<file path="config.mk">
export PLATFORM = sky130hd
export DESIGN_NAME = img_sram_stream_ctrl
export DESIGN_NICKNAME = d
export VERILOG_FILES = /design/src/rtl/img_sram_stream_ctrl.sv
export SDC_FILE = /design/constraint.sdc
export NUM_CORES = 1
export LEC_CHECK = 0
export CAP_MARGIN = 25
export CORE_ASPECT_RATIO = 1.75
export CORE_MARGIN = 1
export CORE_UTILIZATION = 50
export CTS_CLUSTER_DIAMETER = 80
export CTS_CLUSTER_SIZE = 30
export DETAILED_ROUTE_END_ITERATION = 10
export PLACE_DENSITY = 0.78
export SLEW_MARGIN = 20
export SYNTH_ARGS = -nofsm -noshare
export SYNTH_HDL_FRONTEND = slang
export SYNTH_SLANG_ARGS = --single-unit
export TNS_END_PERCENT = 50
</file>
<file path="constraint.sdc">
create_clock -name clk -period 4.1 [get_ports clk]
set_input_delay 0.82 -clock clk [delete_from_list [all_inputs] [get_ports clk]]
set_output_delay 0.82 -clock clk [all_outputs]
set_load 0.01 [all_outputs]
</file>
<file path="src/rtl/img_sram_stream_ctrl.sv">
// rtl/img_sram_stream_ctrl.sv - region LOAD/DUMP sequencer for the 256x256x8 image SRAM
// Turns pixel streams into registered single-cycle SRAM WRITE/READ accesses in raster order.
package img_sram_pkg;
    typedef struct packed {
        logic [7:0] din;
        logic [7:0] row;
        logic [7:0] col;
        logic       write_en;
        logic       sense_en;
    } img_sram_ctrl_t;
endpackage

module img_sram_stream_ctrl
    import img_sram_pkg::*;
#(
    parameter int OUT_FIFO_DEPTH = 2
) (
    input  logic           clk,
    input  logic           rst_n,
    input  logic           start,
    input  logic           cmd,
    input  logic [7:0]     row_lo,
    input  logic [7:0]     row_hi,
    input  logic [7:0]     col_lo,
    input  logic [7:0]     col_hi,
    input  logic [7:0]     s_data,
    input  logic           s_valid,
    output logic           s_ready,
    output logic [7:0]     m_data,
    output logic           m_valid,
    input  logic           m_ready,
    output img_sram_ctrl_t ctrl,
    input  logic [7:0]     sram_dout,
    output logic           busy,
    output logic           done,
    output logic           err
);
    localparam int AW = $clog2(OUT_FIFO_DEPTH);
    localparam int CW = $clog2(OUT_FIFO_DEPTH + 1);
    localparam logic [CW:0] DEPTH_W = (CW + 1)'(OUT_FIFO_DEPTH);

    typedef enum logic [2:0] {S_IDLE, S_LOAD, S_DUMP, S_DRAIN, S_DONE} state_t;
    state_t state, state_nx;

    logic [7:0]    row_hi_q, col_lo_q, col_hi_q, cur_row, cur_col;
    logic          err_q, inflight;
    logic [7:0]    mem [OUT_FIFO_DEPTH];
    logic [AW-1:0] wr_ptr, rd_ptr;
    logic [CW-1:0] count;
    logic [CW:0]   occ;
    logic          bad_region, last_pix, wr_fire, rd_fire, pop;

    function automatic logic [AW-1:0] ptr_inc(input logic [AW-1:0] p);
        return (p == AW'(OUT_FIFO_DEPTH - 1)) ? '0 : p + 1'b1;
    endfunction

    assign bad_region = (row_lo > row_hi) || (col_lo > col_hi);
    assign last_pix   = (cur_row == row_hi_q) && (cur_col == col_hi_q);
    assign pop        = m_valid & m_ready;
    // Credit counts buffered plus in-flight reads, net of the beat leaving this cycle.
    assign occ        = {1'b0, count} + {{CW{1'b0}}, inflight} - {{CW{1'b0}}, pop};
    assign wr_fire    = (state == S_LOAD) && s_valid;
    assign rd_fire    = (state == S_DUMP) && (occ < DEPTH_W);

    assign s_ready = (state == S_LOAD);
    assign busy    = (state != S_IDLE);
    assign done    = (state == S_DONE);
    assign err     = done & err_q;
    assign m_valid = (count != '0);
    assign m_data  = mem[rd_ptr];

    always_ff @(posedge clk or negedge rst_n) begin
        if (!rst_n) state <= S_IDLE;
        else        state <= state_nx;
    end

    always_comb begin
        state_nx = state;
        case (state)
            S_IDLE:  if (start) state_nx = bad_region ? S_DONE : (cmd ? S_DUMP : S_LOAD);
            S_LOAD:  if (wr_fire && last_pix) state_nx = S_DONE;
            S_DUMP:  if (rd_fire && last_pix) state_nx = S_DRAIN;
            S_DRAIN: if (!inflight && count == '0) state_nx = S_DONE;
            S_DONE:  state_nx = S_IDLE;
            default: state_nx = S_IDLE;
        endcase
    end

    always_ff @(posedge clk or negedge rst_n) begin
        if (!rst_n) begin
            row_hi_q <= '0;
            col_lo_q <= '0;
            col_hi_q <= '0;
            cur_row  <= '0;
            cur_col  <= '0;
            err_q    <= 1'b0;
            ctrl     <= '{din: 8'h00, row: 8'h00, col: 8'h00, write_en: 1'b0, sense_en: 1'b1};
        end else begin
            ctrl.write_en <= 1'b0;
            ctrl.sense_en <= 1'b1;
            if (state == S_IDLE && start) begin
                cur_row  <= row_lo;
                cur_col  <= col_lo;
                row_hi_q <= row_hi;
                col_lo_q <= col_lo;
                col_hi_q <= col_hi;
                err_q    <= bad_region;
            end
            if (wr_fire || rd_fire) begin
                ctrl.row      <= cur_row;
                ctrl.col      <= cur_col;
                ctrl.write_en <= wr_fire;
                ctrl.sense_en <= wr_fire;
                if (cur_col == col_hi_q) begin
                    cur_col <= col_lo_q;
                    cur_row <= cur_row + 8'd1;
                end else begin
                    cur_col <= cur_col + 8'd1;
                end
            end
            if (wr_fire) ctrl.din <= s_data;
        end
    end

    // sram_dout is only valid on the edge right after a READ cycle.
    always_ff @(posedge clk or negedge rst_n) begin
        if (!rst_n) begin
            inflight <= 1'b0;
            wr_ptr   <= '0;
            rd_ptr   <= '0;
            count    <= '0;
            for (int i = 0; i < OUT_FIFO_DEPTH; i++) mem[i] <= '0;
        end else begin
            inflight <= rd_fire;
            if (inflight) begin
                mem[wr_ptr] <= sram_dout;
                wr_ptr      <= ptr_inc(wr_ptr);
            end
            if (pop) rd_ptr <= ptr_inc(rd_ptr);
            count <= count + {{(CW-1){1'b0}}, inflight} - {{(CW-1){1'b0}}, pop};
        end
    end
endmodule

</file>
==> summary.txt <==
Global routing
  • Initial antenna violation count: 0
  • Vias in the first global route: 3577
  • Largest net degree at the start of global routing: 73
  • Total track usage: 23.4%
  • First-pass GRT wire length: 16800 microns
  • Overflow left after global routing: 0

Worst setup path
  • CP arrival: 3.67 ns
  • CP max stage delay: 0.47 ns
  • Critical-path top delay cell: clkdlybuf4s50_1
  • Critical path class: in2reg
  • Worst reg-to-reg path cell count: 13
  • Crit path buf inv count: 4
  • Reg2reg setup slack: 0.84 ns
  • Critical path endpoint category: register
  • Crit path max-delay family: buffers and inverters
  • CP startpoint kind: primary input
  • Peak fanout along the critical path: 19
  • Reg-to-Reg End: cur_row[4]
  • CP required: 4.34 ns
  • R2R Path Start: count[1]
  • Cell Chain, Critical Path: clkdlybuf4s50_1 -> and2_1 -> ha_1 -> inv_1 -> ha_1 -> inv_1 -> fa_1 -> xnor2_1 -> a41oi_4 -> buf_4 -> o21ai_2 -> a21oi_1 -> a311oi_1

Clock tree
  • Root Driver: clkbuf_16
  • Total CTS buffers: 9
  • CTS tree: done
  • CTS Sinks: 91
  • Worst-path clk slew: 0.06 ns
  • Clock Latency Late Sink: 0.34 ns
  • Setup bufs post-CTS: 0
  • Longest Clk Path Bufs: 2
  • Cts hold-fix bufs: 0
  • Post-CTS resize count: 0
  • H-tree depth: 3

Detailed routing
  • Routed Antenna Nets: 0
  • Vias/cell: 5.45
  • Met2 WL: 5710 microns
  • Routed vias: 3500
  • Met1 WL: 4010 microns
  • Wirelength per Cell: 16.3 microns
  • DRT Pass-1 Iters: 4
  • Highest metal layer with signal wires: met4
  • Post-Route WL: 10500 microns
  • Met3 WL: 358 microns
  • Residual DRC: 0
  • Initial DRC Count: 212

Synth
  • Most used DFF post-synth: dfrtp_1
  • Seq cells post-synth: 91
  • Post-Synthesis Cells: 428
  • Unique masters post-synth: 48
  • Top cells by area, synth: dfrtp_1, mux2_2, ha_1
  • EDFF count, synth: 0
  • Yosys warning total: 0
  • Post-Syn Nets: 503
  • Area leader, netlist: dfrtp_1
  • Synth top area share: 49.2%
  • Sequential share of the synthesized area: 49.7%
  • Post-synth ARST share: 100%
  • Post-Syn Area per Cell: 10.7 sq um
  • Mapped Area: 4580 sq um

STA
  • Setup ws final: 0.678 ns
  • Min Hold Slack: 0.477 ns
  • Max Slew Vio Count: 0
  • Fin Setup TNS: 0 ns
  • Period utilization: 83.5%
  • # setup viols final: 0
  • Unrepaired setup endpoints after global routing: false
  • Final hold vios: 0
  • Worst slew pin tran: 0.898 ns
  • Clock Skew: 0.00728 ns
  • Fmax: 292 MHz
  • Slew HR: 40.1%
  • Final Critical Period: 3.42 ns

Layout
  • Share of layout cells above drive strength 1: 14.7%
  • Synth-to-Final Area Change: 29.1%
  • Final nets: 596
  • Commonest non-fill, non-tap cell in the layout: clkdlybuf4s50_1
  • Finished Layout Cells: 642
  • # diodes: 0
  • Most frequent cells in the layout: clkdlybuf4s50_1, dfrtp_1, nand2_1
  • Filler Cell Count: 672

Pwr
  • Max VDD drop: 301 uV
  • Leak: 0.00265 uW
  • PD cells: 757 nW/um^2

Place
  • Post-DP HPWL: 7620 microns
  • Pre-CTS setup slack: 0.335 ns
  • I/O Buffers: 92
  • Placer Congestion: 0.871
  • Cells after DPL: 627

Run
  • Maxcap violations: 0

Floorplanning
  • Die height: 129 microns
  • Starting Density: 52.2%
  • IO Pins: 93
  • Die Wd: 74.4 microns
  • Row count: 45
  • DIE AREA: 9570 sq um
  • Core footprint: 8780 sq um

Outcome
  • Status: finished, final reports clean

Hold path
  • Min-delay src: col_lo_q[3]
  • Worst Hold Endpoint: col_lo_q[3]
  • Hold Crit Class: reg2reg
  • Hold path cells: 2
[sequential cells by signal, indices dropped and copies added, names as in the netlist]
register / cells
col_hi_q: 8
col_lo_q: 8
count: 2
ctrl: 26
cur_col: 8
cur_row: 8
err_q: 1
inflight: 1
mem: 16
rd_ptr: 1
row_hi_q: 8
state: 3
wr_ptr: 1
[how the worst max path moves through the flow]
| stage | cells past startpoint | slack [ns] | startpoint | endpoint |
|---|---|---|---|---|
| 2_1_floorplan | 11 | 1.01 | m_ready | cur_row[0] |
| 3_3_place_gp | 13 | 0.44 | m_ready | cur_row[4] |
| 3_5_place_dp | 13 | 0.34 | m_ready | cur_row[4] |
| 4_1_cts | 13 | 0.67 | m_ready | cur_row[4] |
| 5_1_grt | 13 | 0.50 | m_ready | cur_row[6] |
| 6_report | 13 | 0.68 | m_ready | cur_row[4] |
[report_power, final]
part,leakage [uW],total [uW],switching [uW],internal (uW)
registers,0.00110,1720,381,1340
logic,0.00140,1890,844,1040
clock network,0.000150,872,324,548
total,0.00265,4480,1550,2930
[cell usage after synthesis, types with 2 or more instances]
cell	number
xnor2_1	19
o21ai_1	2
a21oi_1	16
ha_1	20
a31oi_1	8
mux2_2	47
inv_1	30
nand4_2	2
o21a_1	2
buf_2	5
nor2b_1	3
o21ai_0	30
nand4_1	7
buf_6	2
xor2_1	5
and3_1	7
dfrtp_1	90
nor3_1	2
nor2_1	19
clkbuf_1	8
o211ai_1	2
mux2i_1	3
a311oi_1	2
a211oi_1	5
nand2_1	59
nand3_1	11
[worst reg2reg max path: cells and delay by family, from the launching register on]
kind / cells / cell delay [ns]
fa+ha+maj: 3 / 0.79
compound gates: 4 / 0.73
simple gates: 2 / 0.52
flops: 1 / 0.42
buf+inv: 3 / 0.36
xor+xnor: 1 / 0.34
[kinds of logic after synthesis]
logic type	after synthesis	share of synthesized area [%]
simple gates	118	12.2
flops	91	49.7
compound gates	77	10.5
mux	51	12.5
buf+inv	45	4.15
xor+xnor	25	4.94
fa+ha+maj	21	5.90
[metal layers]
| metal | track usage (%) | up-vias |
|---|---|---|
| met1 | 25.9 | 1711 |
| met4 | 14.4 | 0 |
| met2 | 40.7 | 92 |
| met3 | 3.52 | 26 |
| li1 | - | 1671 |
| met5 | 0 | - |
[through the flow]
| step | area [sq um] | power, uW | utilization [%] |
|---|---|---|---|
| final | 5920 | 4480 | 67.4 |
| after global routing | 5920 | 4760 | 67.4 |
| after CTS | 5920 | 4510 | 67.4 |
| after detailed placement | 5610 | 3620 | 63.8 |
| after global placement | 5610 | 3540 | 63.8 |
| after floorplan | 4580 | 2840 | - |
[final cells by class]
cell class | count | area, sq um | share of cell area (%)
multi-input cells | 292 | 2110 | 35.7
repair buffers | 97 | 956 | 16.2
flip-flops and latches | 91 | 2280 | 38.5
clock inverters | 2 | 60.1 | 1.02
well taps | 117 | 146 | 2.47
inverters | 30 | 113 | 1.90
clock buffers | 13 | 250 | 4.23
No activity file was read; power rests on OpenSTA's default activity.
